===== config.mk =====
export PLATFORM = sky130hd
export DESIGN_NAME = kmap_sweeper_flat
export DESIGN_NICKNAME = d
export VERILOG_FILES = /design/src/rtl/kmap_sweeper_if.sv /design/src/rtl/kmap_sweeper.sv /design/src/flat_wrapper.sv
export SDC_FILE = /design/constraint.sdc
export NUM_CORES = 1
export LEC_CHECK = 0
export ABC_AREA = 0
export ABC_CLOCK_PERIOD_IN_PS = 2040
export BUFFER_PORTS_ARGS = -buffer_cell sky130_fd_sc_hd__buf_2
export CAP_MARGIN = 20
export CORE_MARGIN = 2
export CORE_UTILIZATION = 54
export CTS_CLUSTER_DIAMETER = 80
export CTS_CLUSTER_SIZE = 24
export DETAILED_ROUTE_END_ITERATION = 12
export GPL_ROUTABILITY_DRIVEN = 0
export PLACE_DENSITY = 0.87
export REMOVE_ABC_BUFFERS = 1
export SLEW_MARGIN = 20
export SYNTH_ARGS = -nofsm -noshare
export SYNTH_HDL_FRONTEND = slang
export SYNTH_SLANG_ARGS = --single-unit

===== constraint.sdc =====
create_clock -name clk -period 2.04 [get_ports clk]
set_input_delay 0.102 -clock clk [delete_from_list [all_inputs] [get_ports clk]]
set_output_delay 0.102 -clock clk [all_outputs]
set_load 0.01 [all_outputs]

===== src/rtl/kmap_sweeper_if.sv =====
// kmap_sweeper_if: groups the sweep request, function-under-test stimulus and
// response, and the status/result signals of kmap_sweeper.
//   start     : sweep request (master -> slave)
//   f_in      : response F of the function under test (master -> slave)
//   abcd      : stimulus vector {A,B,C,D} (slave -> master)
//   busy      : sweep in progress (slave -> master)
//   done      : one-cycle end-of-sweep pulse (slave -> master)
//   table_out : captured truth table, bit i = F(abcd==i) (slave -> master)
//   exp_mask  : expected truth table, only with SWEEP_CMP_EN (master -> slave)
//   mismatch  : captured table differs from exp_mask, only with SWEEP_CMP_EN
// Optional feature macro: SWEEP_CMP_EN.
interface kmap_sweeper_if;
  localparam int unsigned VecW = 4;
  localparam int unsigned TblW = 16;

  logic            start;
  logic            f_in;
  logic [VecW-1:0] abcd;
  logic            busy;
  logic            done;
  logic [TblW-1:0] table_out;
`ifdef SWEEP_CMP_EN
  logic [TblW-1:0] exp_mask;
  logic            mismatch;

  modport master (output start, f_in, exp_mask,
                  input  abcd, busy, done, table_out, mismatch);
  modport slave  (input  start, f_in, exp_mask,
                  output abcd, busy, done, table_out, mismatch);
`else
  modport master (output start, f_in,
                  input  abcd, busy, done, table_out);
  modport slave  (input  start, f_in,
                  output abcd, busy, done, table_out);
`endif
endinterface


===== src/rtl/kmap_sweeper.sv =====
// kmap_sweeper: walks a 4-input function through all 16 input vectors,
// waiting SETTLE cycles per vector before sampling its response, and builds
// the 16-bit truth table. Optional comparison against an expected table is
// enabled by defining macro SWEEP_CMP_EN.
// Ports:
//   clk   : clock, rising edge
//   rst_n : synchronous active-low reset
//   bus   : kmap_sweeper_if.slave (start, f_in, abcd, busy, done, table_out,
//           and exp_mask/mismatch when SWEEP_CMP_EN is defined)
// Parameter:
//   SETTLE : wait cycles per vector before capture, 1..15
module kmap_sweeper #(
  parameter int unsigned SETTLE = 1
) (
  input  logic          clk,
  input  logic          rst_n,
  kmap_sweeper_if.slave bus
);

  localparam int unsigned IdxW = 4;
  localparam int unsigned CntW = 4;
  localparam int unsigned TblW = 16;

  localparam logic [CntW-1:0] CntLast = CntW'(SETTLE - 1);
  localparam logic [IdxW-1:0] IdxLast = IdxW'(TblW - 1);

  typedef enum logic [1:0] {
    ST_IDLE    = 2'd0,
    ST_SETTLE  = 2'd1,
    ST_CAPTURE = 2'd2,
    ST_FINISH  = 2'd3
  } state_t;

  state_t          stateQ, stateD;
  logic [IdxW-1:0] idxQ, idxD;
  logic [CntW-1:0] cntQ, cntD;
  logic [TblW-1:0] tableQ, tableD;
  logic            busyQ, busyD;
  logic            doneQ, doneD;
`ifdef SWEEP_CMP_EN
  logic            mismQ, mismD;
`endif

  // Next-state and datapath update
  always_comb begin
    stateD = stateQ;
    idxD   = idxQ;
    cntD   = cntQ;
    tableD = tableQ;
`ifdef SWEEP_CMP_EN
    mismD  = mismQ;
`endif
    case (stateQ)
      ST_IDLE: begin
        if (bus.start) begin
          idxD   = '0;
          cntD   = '0;
          tableD = '0;
`ifdef SWEEP_CMP_EN
          mismD  = 1'b0;
`endif
          stateD = ST_SETTLE;
        end
      end
      ST_SETTLE: begin
        cntD = cntQ + CntW'(1);
        if (cntQ == CntLast) begin
          stateD = ST_CAPTURE;
        end
      end
      ST_CAPTURE: begin
        tableD[idxQ] = bus.f_in;
        if (idxQ == IdxLast) begin
          // Vector 15 ends the sweep; idx/abcd stay at 4'hF.
          stateD = ST_FINISH;
`ifdef SWEEP_CMP_EN
          // Compare includes the sample written this cycle.
          mismD  = (tableD != bus.exp_mask);
`endif
        end else begin
          idxD   = idxQ + IdxW'(1);
          cntD   = '0;
          stateD = ST_SETTLE;
        end
      end
      ST_FINISH: begin
        stateD = ST_IDLE;
      end
      default: begin
        stateD = ST_IDLE;
      end
    endcase

    // Status flags are registered from the upcoming state
    busyD = (stateD == ST_SETTLE) || (stateD == ST_CAPTURE);
    doneD = (stateD == ST_FINISH);
  end

  // State and datapath registers, synchronous reset
  always_ff @(posedge clk) begin
    if (!rst_n) begin
      stateQ <= ST_IDLE;
      idxQ   <= '0;
      cntQ   <= '0;
      tableQ <= '0;
      busyQ  <= 1'b0;
      doneQ  <= 1'b0;
`ifdef SWEEP_CMP_EN
      mismQ  <= 1'b0;
`endif
    end else begin
      stateQ <= stateD;
      idxQ   <= idxD;
      cntQ   <= cntD;
      tableQ <= tableD;
      busyQ  <= busyD;
      doneQ  <= doneD;
`ifdef SWEEP_CMP_EN
      mismQ  <= mismD;
`endif
    end
  end

  // abcd always tracks the vector index register
  assign bus.abcd      = idxQ;
  assign bus.busy      = busyQ;
  assign bus.done      = doneQ;
  assign bus.table_out = tableQ;
`ifdef SWEEP_CMP_EN
  assign bus.mismatch  = mismQ;
`endif

endmodule


===== src/flat_wrapper.sv =====
// flat-port wrapper written by rule: the top's interface ports become plain ports
module kmap_sweeper_flat 
#(
  parameter int unsigned SETTLE = 1
)
  (clk, rst_n, bus_start, bus_f_in, bus_abcd, bus_busy, bus_done, bus_table_out);
  kmap_sweeper_if bus_i ();
  input  logic clk;
  input  logic rst_n;
  input wire logic [$bits(bus_i.start)-1:0] bus_start;
  input wire logic [$bits(bus_i.f_in)-1:0] bus_f_in;
  output wire logic [$bits(bus_i.abcd)-1:0] bus_abcd;
  output wire logic [$bits(bus_i.busy)-1:0] bus_busy;
  output wire logic [$bits(bus_i.done)-1:0] bus_done;
  output wire logic [$bits(bus_i.table_out)-1:0] bus_table_out;
  assign bus_i.start = bus_start;
  assign bus_i.f_in = bus_f_in;
  assign bus_abcd = bus_i.abcd;
  assign bus_busy = bus_i.busy;
  assign bus_done = bus_i.done;
  assign bus_table_out = bus_i.table_out;
  kmap_sweeper #(.SETTLE(SETTLE)) u_core (.clk(clk), .rst_n(rst_n), .bus(bus_i));
endmodule

==> impl_metrics.py <==
metrics = {
    "status": {
        "status": "completed",
    },
    "final_layout": {
        "final_common_cell": "dfxtp_1",
        "final_layout_size_suffix_gt1_frac": 0.190,
        "final_cell_mix": "28 x dfxtp_1, 25 x buf_2, 20 x a21oi_1, 13 x nand3_1, 12 x o211ai_1",
        "final_net_count": 191,
        "instances_no_fill": 209,
        "insertedDiodeCount": 0,
        "area_delta_synth_final_pct": 9.40,
        "fin_area_um2": 1570,
    },
    "sta": {
        "timing.final.max_slew_violations": 0,
        "hold_ws_ns": 0.0743,
        "worstMarginPinSlew_ns": 0.660,
        "relSlewSlack": 0.560,
        "rsz0062_at_grt": "no",
        "fin_skew_ns": 0.00839,
        "clock.fmax_ghz": 0.558,
        "fin_tns_setup_ns": 0,
        "hold_viol": 0,
        "setup_violations": 0,
        "finalCriticalPeriod_ns": 1.79,
        "period_share": 0.878,
    },
    "synth": {
        "synth_top_area_frac": 0.390,
        "yosys_warnings": 0,
        "netlist_area_um2": 1440,
        "ys_seq_area_frac": 0.390,
        "syn_inst": 162,
        "netlist_top_cells_area": "dfxtp_1 39%, a21oi_1 7.0%, o211ai_1 6.3%",
        "syn_avg_cell_area_um2": 8.87,
        "synth_top_area_cell": "dfxtp_1",
        "ys_types": 39,
        "ys_seq_elements": 28,
    },
    "power_and_ir_drop": {
        "pwr-share-comb": 0.102,
        "clkPwrFrac": 0.287,
        "netSwitchingFraction": 0.255,
        "p_sw_mw": 0.241,
        "finalPower_mw": 0.944,
        "p_leak_nw": 0.594,
        "p_seq_frac": 0.611,
        "ir_drop_mv": 0.387,
        "internal_power_mw": 0.703,
        "power_density_nw_per_um2": 600,
    },
    "place": {
        "post_dp_cell_area_um2": 1540,
        "portBuffers": 25,
        "dp_cells": 205,
        "dpl.hpwl_um": 2240,
    },
    "critical_path": {
        "worstPathArrival_ns": 2.04,
        "cpMostUsedCell": "ha_1",
        "critPathMaxFanout": 4,
        "cp-end-kind": "register",
        "critical_path_class": "register to register",
        "startpoint_type": "register",
        "path_cells": "inv_1 > ha_1 > or3b_2 > o22ai_1 > ha_1 > and2_1",
        "worst_ep_required_time_ns": 2.29,
        "startpoint": "u_core.cntQ[1]$_SDFFE_PN0P_",
        "rr_startpoint": "u_core.cntQ[1]$_SDFFE_PN0P_",
        "slowest_stage": "or3b_2",
        "max_stage_delay_ns": 0.46,
    },
    "route": {
        "routed_wirelength_um": 3150,
        "initialDrtViolationCount": 34,
        "via_per_inst": 6.26,
        "drc": 0,
        "wl_per_cell_um": 15.1,
        "antenna_left": 0,
        "vias": 1308,
        "dr.pass1.iters": 4,
    },
    "clocking": {
        "clkTransAtPathRegs_ns": 0.15,
        "cts_buffers": 3,
        "cts.repair.resized": 0,
        "h-tree-depth": 1,
        "cts_buffer_depth": 2,
        "clock-sinks": 28,
        "cts_tree": "built",
        "cts_hold_buf": 0,
        "cts_root_buf": "clkbuf_4",
        "clk_latency_ns": 0.33,
        "post_cts_buffers": 0,
    },
    "hold_path": {
        "hold_class": "primary input to register",
        "min_from": "rst_n",
    },
    "global_routing": {
        "grt_max_degree": 22,
        "grt-ovfl-total": 0,
        "gr-usage-all-layers": 0.202,
        "antenna_found_initial": 0,
        "grt_pass1_vias": 1197,
        "grt_pass1_wl_um": 5220,
    },
    "die": {
        "start_util": 0.575,
        "die_w_um": 55.6,
        "num_rows": 18,
        "die_h_um": 55.6,
        "die-area_um2": 3090,
        "num_io_pins": 26,
        "core_area_um2": 2500,
    },
    "flow_run": {
        "cap_violations": 0,
    },
}
## sequential cells by signal, summed over array words and instances (netlist names)
signal and cells:
u_core.bus.table_out 16, u_core.bus.abcd 4, u_core.cntQ 4, u_core.stateQ 2, u_core.bus.busy 1, u_core.bus.done 1
## synthesized netlist by cell type (all sizes together)
cell type  number
nand2           3
a31oi           1
or4bb           1
a21bo           1
ha              7
nand3          13
or3             1
o211ai         12
inv             9
a21oi          20
and3b           1
nand4           8
o21ai           4
a211oi          2
o311ai          3
o21a            1
clkbuf          5
nand4bb         1
nand2b          5
or3b            2
buf             8
and4            1
o21bai          2
and4bb          1
o22ai           2
nor2b           3
and2            5
a41oi           1
o2111a          1
dfxtp          28
nor2            1
a311oi          1
nor3            1
nand3b          4
nand4b          2
o31ai           1
## metal layers
metal	vias to the layer above	global-route usage	share of wire
met2	53	0.364	0.48
met5	-	0	0
met3	4	0.0302	0.057
li1	638	-	-
met4	0	0.0488	0.0089
met1	613	0.252	0.46
## power by group through the flow
stage,clock (mW),combinational (mW),sequential [mW]
2_1_floorplan,0,0.0603,0.586
3_3_place_gp,0,0.0893,0.586
3_5_place_dp,0,0.0952,0.588
4_1_cts,0.275,0.0954,0.576
5_1_grt,0.299,0.107,0.579
6_report,0.271,0.0959,0.576
## final cells by class
class                      instances  area, um2
fill                             213        927
multi-input combinational        112        772
sequential                        28        561
timing repair buffer              26        133
tap                               30       37.5
clock buffer                       4       36.3
inverter                           9       33.8
## worst paths after layout
check / slack, ns / end / depth (start not counted)
worst max register to register: 0.25 / u_core.bus.busy$_SDFF_PN0_ / 6
worst min-delay path: 0.07 / u_core.bus.abcd[2]$_SDFFE_PN0P_ / 2
worst max-delay path: 0.25 / u_core.bus.busy$_SDFF_PN0_ / 6
worst min register to register: 0.49 / u_core.bus.table_out[1]$_SDFFE_PN0P_ / 2
## through the flow
step / worst slack [ns] / utilization
after floorplan: 0.364 / -
after global placement: 0.343 / 0.615
after detailed placement: 0.250 / 0.615
after CTS: 0.247 / 0.629
after global routing: 0.138 / 0.629
final: 0.249 / 0.629
## cell families (layout without fill, tap and decap cells)
logic type               after synthesis  in the layout  synth area share
flip-flops                            28             28             0.390
AND/OR/NAND/NOR                       53             53             0.237
buffers and inverters                 22             39            0.0731
AO/OA/AOI/OAI                         52             52             0.239
adder cells (fa/ha/maj)                7              7            0.0609
## critical path, delay by kind of cell, from the launching register on
| family | cells | cell delay, ns |
|---|---|---|
| compound gates | 1 | 0.24 |
| simple gates | 2 | 0.61 |
| flops | 1 | 0.37 |
| buf+inv | 1 | 0.10 |
| fa+ha+maj | 2 | 0.40 |
Power figures use the tool's default switching activity.
